$ cat src/rtl/bn_act_pkg.sv
// Shared constants and saturation helper for the streaming batch-norm/activation stage.
package bn_act_pkg;

  localparam int ACT_LINEAR = 0;
  localparam int ACT_RELU   = 1;

  localparam int ROUND_FLOOR   = 0;
  localparam int ROUND_HALF_UP = 1;

  // Clamp a signed value into the range of a signed field of the given width.
  function automatic logic signed [63:0] sat_signed(input logic signed [63:0] value, input int width);
    logic signed [63:0] hi;
    logic signed [63:0] lo;
    hi = (64'sd1 <<< (width - 1)) - 64'sd1;
    lo = -hi - 64'sd1;
    if (value > hi) begin
      return hi;
    end else if (value < lo) begin
      return lo;
    end else begin
      return value;
    end
  endfunction

endpackage

$ cat src/rtl/bn_act_lane.sv
// One lane of the BN/activation datapath: multiply, bias + rounding, then shift/activate.
module bn_act_lane
  import bn_act_pkg::*;
#(
  parameter int BW_IN   = 12,
  parameter int BW_A    = 12,
  parameter int BW_B    = 16,
  parameter int BW_OUT  = 12,
  parameter int R_SHIFT = 6,
  parameter int ROUND   = ROUND_HALF_UP,
  parameter int ACT     = ACT_RELU,
  parameter int MAXVAL  = -1
) (
  input  logic                     clk,
  input  logic                     rst,
  input  logic                     i_en,
  input  logic signed [BW_IN-1:0]  i_x,
  input  logic signed [BW_A-1:0]   i_a,
  input  logic signed [BW_B-1:0]   i_b,
  output logic signed [BW_OUT-1:0] o_y
);

  localparam int PW = BW_IN + BW_A;
  localparam int SW = PW + 1;
  localparam logic signed [SW-1:0] RND_C =
    (ROUND != 0) ? SW'(64'sd1 <<< (R_SHIFT - 1)) : SW'(64'sd0);
  localparam logic signed [63:0] CLIP_C =
    (MAXVAL > 0) ? 64'(MAXVAL) : (64'sd1 <<< (BW_OUT - 1)) - 64'sd1;

  logic signed [PW-1:0]   r_prod;
  logic signed [BW_B-1:0] r_b2;
  logic signed [SW-1:0]   r_sum;
  logic signed [SW-1:0]   w_sh;
  logic signed [63:0]     w_act;

  assign w_sh = r_sum >>> R_SHIFT;

  // Activation on the shifted sum: ReLU with clip, or plain signed saturation.
  always_comb begin
    w_act = 64'sd0;
    if (ACT == ACT_RELU) begin
      if (64'(w_sh) < 64'sd0) begin
        w_act = 64'sd0;
      end else if (64'(w_sh) > CLIP_C) begin
        w_act = CLIP_C;
      end else begin
        w_act = 64'(w_sh);
      end
    end else begin
      w_act = sat_signed(64'(w_sh), BW_OUT);
    end
  end

  // S2 product, S3 biased/rounded sum, S4 output register; all frozen while stalled.
  always_ff @(posedge clk) begin
    if (rst) begin
      r_prod <= '0;
      r_b2   <= '0;
      r_sum  <= '0;
      o_y    <= '0;
    end else if (i_en) begin
      r_prod <= PW'(i_a) * PW'(i_x);
      r_b2   <= i_b;
      r_sum  <= SW'(r_prod) + SW'(r_b2) + RND_C;
      o_y    <= w_act[BW_OUT-1:0];
    end
  end

endmodule

$ cat src/rtl/bn_act_stream.sv
// Streaming batch-norm + activation: NO_CH channels over PAR lanes per beat, valid/ready,
// per-channel scale/bias register file and a sticky vector-framing error flag.
module bn_act_stream
  import bn_act_pkg::*;
#(
  parameter int NO_CH   = 16,
  parameter int PAR     = 4,
  parameter int BW_IN   = 12,
  parameter int BW_A    = 12,
  parameter int BW_B    = 16,
  parameter int BW_OUT  = 12,
  parameter int R_SHIFT = 6,
  parameter int ROUND   = ROUND_HALF_UP,
  parameter int ACT     = ACT_RELU,
  parameter int MAXVAL  = -1
) (
  input  logic                       clk,
  input  logic                       rst,
  input  logic                       i_in_vld,
  output logic                       o_in_rdy,
  input  logic                       i_in_last,
  input  logic [PAR*BW_IN-1:0]       i_in_data,
  output logic                       o_out_vld,
  input  logic                       i_out_rdy,
  output logic                       o_out_last,
  output logic [PAR*BW_OUT-1:0]      o_out_data,
  input  logic                       i_cfg_we,
  input  logic [$clog2(NO_CH)-1:0]   i_cfg_addr,
  input  logic signed [BW_A-1:0]     i_cfg_a,
  input  logic signed [BW_B-1:0]     i_cfg_b,
  output logic                       o_err_sync
);

  localparam int NO_GRP = NO_CH / PAR;
  localparam int GRP_W  = (NO_GRP > 1) ? $clog2(NO_GRP) : 1;
  localparam int AW     = $clog2(NO_CH);
  localparam logic [GRP_W-1:0] GRP_LAST = GRP_W'(NO_GRP - 1);

  logic signed [BW_A-1:0] r_a [NO_CH];
  logic signed [BW_B-1:0] r_b [NO_CH];
  logic [GRP_W-1:0]       r_grp;
  logic                   r_err;
  logic [3:0]             r_vld;
  logic [3:0]             r_last;
  logic                   w_en;
  logic                   w_acc;

  assign w_en       = ~r_vld[3] | i_out_rdy;
  assign w_acc      = i_in_vld & w_en;
  assign o_in_rdy   = w_en;
  assign o_out_vld  = r_vld[3];
  assign o_out_last = r_last[3];
  assign o_err_sync = r_err;

  // Coefficient register file; a read in the same cycle as a write sees the old entry.
  always_ff @(posedge clk) begin
    if (rst) begin
      for (int c = 0; c < NO_CH; c++) begin
        r_a[c] <= '0;
        r_b[c] <= '0;
      end
    end else if (i_cfg_we && (int'(i_cfg_addr) < NO_CH)) begin
      r_a[i_cfg_addr] <= i_cfg_a;
      r_b[i_cfg_addr] <= i_cfg_b;
    end
  end

  // Group counter, framing check and the valid/last shift register.
  always_ff @(posedge clk) begin
    if (rst) begin
      r_grp  <= '0;
      r_err  <= 1'b0;
      r_vld  <= 4'b0000;
      r_last <= 4'b0000;
    end else begin
      if (w_acc) begin
        if (i_in_last || (r_grp == GRP_LAST)) begin
          r_grp <= '0;
        end else begin
          r_grp <= r_grp + GRP_W'(1);
        end
        if (i_in_last != (r_grp == GRP_LAST)) begin
          r_err <= 1'b1;
        end
      end
      if (w_en) begin
        r_vld  <= {r_vld[2:0], w_acc};
        r_last <= {r_last[2:0], w_acc & i_in_last};
      end
    end
  end

  for (genvar j = 0; j < PAR; j++) begin : g_lane
    logic [AW-1:0]           w_ch;
    logic signed [BW_IN-1:0] r_x1;
    logic signed [BW_A-1:0]  r_a1;
    logic signed [BW_B-1:0]  r_b1;
    logic signed [BW_OUT-1:0] w_y;

    assign w_ch = AW'(int'(r_grp) * PAR + j);

    // S1: capture the lane sample together with its channel's coefficients.
    always_ff @(posedge clk) begin
      if (rst) begin
        r_x1 <= '0;
        r_a1 <= '0;
        r_b1 <= '0;
      end else if (w_en) begin
        r_x1 <= i_in_data[j*BW_IN +: BW_IN];
        r_a1 <= r_a[w_ch];
        r_b1 <= r_b[w_ch];
      end
    end

    bn_act_lane #(
      .BW_IN  (BW_IN),
      .BW_A   (BW_A),
      .BW_B   (BW_B),
      .BW_OUT (BW_OUT),
      .R_SHIFT(R_SHIFT),
      .ROUND  (ROUND),
      .ACT    (ACT),
      .MAXVAL (MAXVAL)
    ) u_lane (
      .clk (clk),
      .rst (rst),
      .i_en(w_en),
      .i_x (r_x1),
      .i_a (r_a1),
      .i_b (r_b1),
      .o_y (w_y)
    );

    assign o_out_data[j*BW_OUT +: BW_OUT] = w_y;
  end

endmodule
$ cat config.mk
export PLATFORM = sky130hd
export DESIGN_NAME = bn_act_stream
export DESIGN_NICKNAME = d
export VERILOG_FILES = /design/src/rtl/bn_act_pkg.sv /design/src/rtl/bn_act_lane.sv /design/src/rtl/bn_act_stream.sv
export SDC_FILE = /design/constraint.sdc
export NUM_CORES = 2
export LEC_CHECK = 0
export CORE_MARGIN = 8
export CORE_UTILIZATION = 30
export DETAILED_ROUTE_END_ITERATION = 6
export SYNTH_ARGS = -nofsm -noshare
export SYNTH_HDL_FRONTEND = slang
export SYNTH_SLANG_ARGS = --single-unit
$ cat constraint.sdc
create_clock -name clk -period 9.75 [get_ports clk]
set_clock_uncertainty 0.05 [all_clocks]
set_input_delay 1.4625 -clock clk [delete_from_list [all_inputs] [get_ports clk]]
set_output_delay 1.4625 -clock clk [all_outputs]
set_load 0.05 [all_outputs]
### Word level (Yosys, flattened, before mapping)

Memories as Yosys holds them, arrays and structs flattened. A register that Yosys moved wholly into a read port is not among the register bits.
Index checks and enable logic that the tools add are counted.

| word-level totals | value |
|---|---|
| input bits | 86 |
| memory bits (writable) | 448 |
| output and inout port bits | 52 |
| flip-flop bits (word level) | 367 |
| memories | 2 |
| word-level logic and storage cells | 80 |

Memories:

| name | depth | width | read ports | clocked after Yosys merged registers in | wr ports | RTL line | RTL |
|---|---|---|---|---|---|---|---|
| r_b | 16 | 16 | 4 | 4 | 16 | bn_act_stream.sv:40 | `logic signed [BW_B-1:0] r_b [NO_CH];` |
| r_a | 16 | 12 | 4 | 4 | 16 | bn_act_stream.sv:39 | `logic signed [BW_A-1:0] r_a [NO_CH];` |

| operators by class | value |
|---|---|
| multiply operators | 4 |
| bitwise operators | 4 |
| order comparisons | 8 |
| mux-type cells | 20 |
| equality and inequality tests | 2 |
| add/subtract/negate cells | 12 |
| reduce and logical (&&, ||, !) cells | 4 |

Operator list:

| kind | number |
|---|---|
| 2-to-1 mux 12 bit | 9 |
| adder 24 x 16 -> 25 bit | 4 |
| adder 25 x 7 -> 25 bit, second input constant | 4 |
| multiplier 12 x 12 -> 24 bit | 4 |
| greater-than comparator 19 x 12 -> 1 bit, second input constant | 4 |
| less-than comparator 19 x 1 -> 1 bit, second input constant | 4 |
| 2-to-1 mux 16 bit | 1 |
| OR reduction 16 bit | 1 |
| OR reduction 12 bit | 1 |
| adder 4 x 2 -> 4 bit, second input constant | 2 |
| 2-to-1 mux 4 bit | 2 |
| 2-to-1 mux 1 bit | 7 |
| adder 4 x 1 -> 4 bit, second input constant | 1 |
| adder 2 x 1 -> 2 bit, second input constant | 1 |
| AND 1 bit | 2 |
| == test 2 bit, second input constant | 1 |
| 2-to-1 mux 2 bit | 1 |
| AND reduction 2 bit | 1 |
| logical OR 1 bit | 1 |
| inequality test 1 bit | 1 |
| NOT 1 bit | 1 |
| OR 1 bit | 1 |

### Logic depth before layout (Yosys ltp)

| logic depth | value |
|---|---|
| depth after elaboration | 5 |
| mapped depth | 22 |
| depth with buffers taken out | 21 |

### Hierarchy

A second synthesis with hierarchy kept.

| second synthesis, totals | value |
|---|---|
| cell total of the unflattened synthesis | 6062 |
| area total of the unflattened synthesis | 62154.6 µm² |

Modules (own cells, without submodules):

| module | area each (µm²) | times used | cells an instance |
|---|---|---|---|
| bn_act_stream | 25423.1 | 1 | 1896 |
| bn_act_lane at g_lane[0].u_lane | 9267.6 | 1 | 1044 |
| bn_act_lane at g_lane[1].u_lane | 9223.8 | 1 | 1055 |
| bn_act_lane at g_lane[2].u_lane | 9223.8 | 1 | 1054 |
| bn_act_lane at g_lane[3].u_lane | 9016.1 | 1 | 1013 |

### Worst setup path after synthesis

OpenSTA, ideal clock, no wires.

| timing path | value |
|---|---|
| kind | register -> register |
| from | register g_lane[1].r_x1[0] |
| to | register g_lane[1].u_lane.r_prod[23] |
| cell stages (with the launch flop) | 21 |
| slack | 4242 ps |
| data required time | 9573 ps |
| path buffers | 1 |
| data arrival time | 5331 ps |
| setup time | 127 ps |
| path through | dfxtp_1 > clkbuf_1 > nand2_1 > fa_1 > inv_1 > ha_1 > inv_1 > fa_1 > inv_1 > fa_1 > fa_1 > ha_1 > a21oi_1 > a21boi_1 > o21ai_0 > nand2b_1 > a221o_2 > a2111o_1 > a31oi_1 > xnor2_1 > o21ai_1 |

| on the way | value |
|---|---|
| cells in the longest elaborated chain, start to end | 1 |

Ends and longest elaborated chain:

| element | RTL line | RTL |
|---|---|---|
| from (decl) | bn_act_stream.sv:95 | `logic signed [BW_IN-1:0] r_x1;` |
| from (signal assigned) | bn_act_stream.sv:109 | `r_x1 <= i_in_data[j*BW_IN +: BW_IN];` |
| multiplier 12 x 12 -> 24 bit | bn_act_lane.sv:62 | `r_prod <= PW'(i_a) * PW'(i_x);` |
| to (signal assigned) | bn_act_lane.sv:62 |  |
| to (decl) | bn_act_lane.sv:30 | `logic signed [PW-1:0] r_prod;` |

Every way passes these cells.
A chain may end at the register's enable or synchronous reset.

### Worst setup path after layout

| timing path | value |
|---|---|
| from | register g_lane[2].r_x1[3] |
| to | register g_lane[2].u_lane.r_prod[22] |

| on the way | value |
|---|---|
| cells in the longest elaborated chain, start to end | 1 |

Ends and longest elaborated chain:

| element | RTL line |
|---|---|
| from (decl) | bn_act_stream.sv:95 |
| from (signal assigned) | bn_act_stream.sv:109 |
| multiplier 12 x 12 -> 24 bit | bn_act_lane.sv:62 |
| to (signal assigned) | bn_act_lane.sv:62 |
| to (decl) | bn_act_lane.sv:30 |

Every way passes these cells.

==> impl_metrics.csv <==
group,metric,value,unit
outcome,run_status,"finished, final reports clean",
synthesis,ys_seq_area_share,37.2,%
synthesis,ranking_of_synthesized_cells_by_area,"sky130_fd_sc_hd__edfxtp_1, sky130_fd_sc_hd__fa_1, sky130_fd_sc_hd__dfxtp_1",
clocking,clkLatencyLatePin,0.74,ns
synthesis,synth_edf_count,448,
sta,max_freq,165,MHz
synthesis,synth_top_area_share,22.2,%
flow_run,maxCapViolCount,0,
setup_path,cp-end-kind,"flip-flop",
sta,finalMaxSlewViolations,0,
synthesis,synth_flop_cell,"sky130_fd_sc_hd__dfxtp_1",
sta,finalHoldWorstSlack,0.392,ns
clocking,maximum_level_of_the_cts_h_tree,3,
clocking,cts_hold_buffers,0,
sta,setup_total_negative_slack,0,ns
clocking,cts-root-to-sink-buffers,3,
pwr,p_switching,4.33,mW
synthesis,netlist-cell-type-count,80,
final_layout,finalNetCount,7013,
synthesis,cell_type_contributing_the_most_total_cell_area_after_synthesis,"sky130_fd_sc_hd__edfxtp_1",
setup_path,arrival_time_at_the_worst_endpoint,6.58,ns
routing,drt_drc_violations_left,0,
final_layout,seq_area,22600,um^2
placement,place_hpwl,111000,um
sta,timing.max_slew.rel_slack,24.5,%
floorplan,placementRows,165,
final_layout,layout_common_cells,"sky130_fd_sc_hd__nand2_1, sky130_fd_sc_hd__inv_1, sky130_fd_sc_hd__and2_1, sky130_fd_sc_hd__fa_1, sky130_fd_sc_hd__a21oi_1",
floorplan,core,201000,um^2
routing,dr.pass1.iters,7,
routing,wl,156000,um
setup_path,worst_path_most_repeated_cell,"sky130_fd_sc_hd__fa_1",
pwr,power_frac_clock,30.6,%
setup_path,timing.critical_path.slowest_cell_delay,0.65,ns
setup_path,crit_slowest_cell,"sky130_fd_sc_hd__dfxtp_1",
routing,via_count,41100,
sta,final_hold_viol_count,0,
global_route,globalRouteOverflowTotal,0,
clocking,clockRootBuffer,"sky130_fd_sc_hd__clkbuf_16",
sta,layout_min_cycle_time,6.07,ns
global_route,grt_first_pass_wirelength,246000,um
sta,final_setup_vio_count,0,
setup_path,r2r_cells,19,
routing,drt-vias-per-instance,4.70,
final_layout,syn_to_final_growth,12.2,%
setup_path,worstSetupPathType,"flip-flop to flip-flop",
synthesis,synth-seq-cells,903,
clocking,clock_sinks,903,
setup_path,critical_path_peak_fanout,13,
clocking,cts-resized-gates,0,
synthesis,synth_warnings,0,
min_path,whs_path_depth,2,
final_layout,post_route_cells_drive_above_1_share,6.44,%
final_layout,footprint_of_the_multi_input_gates,34200,um^2
pwr,total_leakage_power,29.1,nW
synthesis,post_synthesis_instance_total,6034,
pwr,intPower,8.21,mW
routing,routed_antenna_nets,0,
final_layout,final_common_cell,"sky130_fd_sc_hd__nand2_1",
routing,first_iter_violations,2308,
setup_path,critical_path.top_delay_family,"adder cells",
pwr,finalPower,12.5,mW
global_route,grt_max_degree,157,
sta,period_utilisation_layout,62.3,%
floorplan,ioPinCount,138,
synthesis,async_reset_ff_share,0,%
setup_path,worst-path-stages,19,
setup_path,critical_path.startpoint_type,"flip-flop",
synthesis,synth.net_count,7058,
sta,rsz0062_at_grt,"no",
global_route,globalRouteTotalUtil,14.2,%
pwr,switching_share,34.5,%
setup_path,worstPathBufferInverterCount,3,
placement,portBuffers,137,
floorplan,die_area,217000,um^2
clocking,cts-buffers-inserted,99,
clocking,path_clk_slew,0.06,ns
clocking,cts_tree,"built",
global_route,first_global_vias,42500,
sta,tightestPinTransition,1.13,ns
floorplan,die_y,465,um
pwr,power_per_cell_area,185,nW/um^2
setup_path,cp_cell_sequence,"nand2_1 -> fa_1 -> fa_1 -> fa_1 -> inv_1 -> fa_1 -> inv_1 -> fa_1 -> inv_1 -> ha_1 -> a211oi_1 -> o211ai_1 -> and3_1 -> a311oi_1 -> o21ai_0 -> a31oi_1 -> o21ai_0 -> xnor2_1 -> o21ai_0",
pwr,vdd.ir_drop.worst,0.140,mV
pwr,seqPwrFrac,38.1,%
setup_path,critPathRequiredTime,10.26,ns
routing,routed_wire_length_per_instance,17.8,um
floorplan,chipWidth,465,um
min_path,hp-class,"flip-flop to flip-flop",
placement,gpl.final_weighted_congestion,0.827,
global_route,number_of_antenna_violations_at_the_first_check_in_global_routing,23,
synthesis,syn-mean-instance-area,10.0,um^2
floorplan,initial_core_util,30.1,%
final_layout,filler_cell_count,20500,
clocking,post_cts.repair.setup_buffers,0,
synthesis,post_syn_area,60600,um^2
pwr,power_frac_comb,31.4,%
-- final cells by class --
class                           count  share of cell area, %
Timing Repair Buffer              191                   2.66
Multi-Input combinational cell   4092                   50.3
Antenna cell                        8                 0.0295
Inverter                          702                   3.89
Clock buffer                      132                   4.01
Sequential cell                   903                   33.2
Clock inverter                     56                  0.935
Tap cell                         2672                   4.92
-- stage by stage --
stage	setup slack, ns	instance area, um^2	instances	utilization, %
after floorplan	4.24	60600	6034	-
after global placement	3.74	64600	8560	32.0
after detailed placement	3.65	64600	8560	32.0
after CTS	3.64	67900	8748	33.7
after global routing	3.25	67900	8749	33.7
final	3.68	68000	8756	33.7
-- worst paths after layout --
kind | startpoint | endpoint | slack, ns
max | g_lane[2].r_x1[3] | g_lane[2].u_lane.r_prod[22] | 3.68
min | g_lane[1].r_b1[1] | g_lane[1].u_lane.r_b2[1] | 0.39
max reg2reg | g_lane[2].r_x1[3] | g_lane[2].u_lane.r_prod[22] | 3.68
min reg2reg | g_lane[1].r_b1[1] | g_lane[1].u_lane.r_b2[1] | 0.39
-- worst register-to-register path, delay by kind of cell, from the launching register on --
kind	cells	cell delay (ns)
and+or+nand+nor	2	0.42
adders and majority gates	6	2.93
AOI/OAI and AO/OA	7	1.60
buffers and inverters	3	0.15
xor gates and xnor gates	1	0.14
DFF	1	0.65
-- synth_stat cells, types with 6 or more instances --
cell type and n:
sky130_fd_sc_hd__nor2_1 212, sky130_fd_sc_hd__o21ai_1 6, sky130_fd_sc_hd__nor3_1 76, sky130_fd_sc_hd__fa_1 552, sky130_fd_sc_hd__a31oi_1 11, sky130_fd_sc_hd__clkbuf_1 315
sky130_fd_sc_hd__xor2_1 49, sky130_fd_sc_hd__nand3_1 34, sky130_fd_sc_hd__o21a_1 10, sky130_fd_sc_hd__o21ai_0 115, sky130_fd_sc_hd__o21bai_1 13, sky130_fd_sc_hd__buf_2 6
sky130_fd_sc_hd__a211oi_1 17, sky130_fd_sc_hd__a21o_1 36, sky130_fd_sc_hd__nand2_1 1071, sky130_fd_sc_hd__nand2b_1 31, sky130_fd_sc_hd__nand4_1 19, sky130_fd_sc_hd__a21oi_1 467
sky130_fd_sc_hd__inv_1 698, sky130_fd_sc_hd__and3_1 16, sky130_fd_sc_hd__xnor2_1 101, sky130_fd_sc_hd__or2_2 6, sky130_fd_sc_hd__nor2b_1 15, sky130_fd_sc_hd__mux4_2 112
sky130_fd_sc_hd__edfxtp_1 448, sky130_fd_sc_hd__ha_1 386, sky130_fd_sc_hd__buf_1 16, sky130_fd_sc_hd__o211ai_1 9, sky130_fd_sc_hd__or3_1 16, sky130_fd_sc_hd__dfxtp_1 455
sky130_fd_sc_hd__and2_1 625
-- per-layer routing --
layer | track usage [%] | part of all wire (%) | up-vias
met5 | 0 | 0.079 | -
met1 | 18.8 | 44 | 20600
li1 | - | - | 19500
met2 | 24.3 | 48 | 785
met4 | 4.23 | 2.7 | 18
met3 | 1.94 | 4.4 | 204
-- flip-flops by register name, indices dropped and copies added, names as in the netlist --
| register | flops |
|---|---|
| g_lane.u_lane.r_sum | 76 |
| g_lane.r_b1 | 64 |
| r_grp | 2 |
| g_lane.u_lane.r_b2 | 64 |
| g_lane.r_a1 | 48 |
| g_lane.u_lane.r_prod | 96 |
| o_err_sync | 1 |
| r_last | 4 |
| r_b | 256 |
| r_vld | 4 |
| g_lane.u_lane.o_y | 48 |
| g_lane.r_x1 | 48 |
| r_a | 192 |
-- kinds of logic (layout without fill, tap and decap cells) --
logic type,count (synthesis),in the layout,share of synthesized area [%]
and+or+nand+nor,2143,2143,16.7
muxes,114,114,4.20
AOI/OAI and AO/OA,747,747,7.04
DFF,903,903,37.2
other,0,8,0
xor gates and xnor gates,150,150,2.17
buffers and inverters,1039,1081,6.45
adders and majority gates,938,938,26.2
-- power by group through the flow --
stage                     Sequential, mW  Clock [mW]  Combinational (mW)
final                               4.78        3.84                3.93
after global routing                4.83        4.08                4.45
after CTS                           4.78        3.94                4.02
after detailed placement            4.86           0                3.97
after global placement              4.84           0                3.92
after floorplan                     4.92           0                2.71
(Power assumes the default switching activity.)
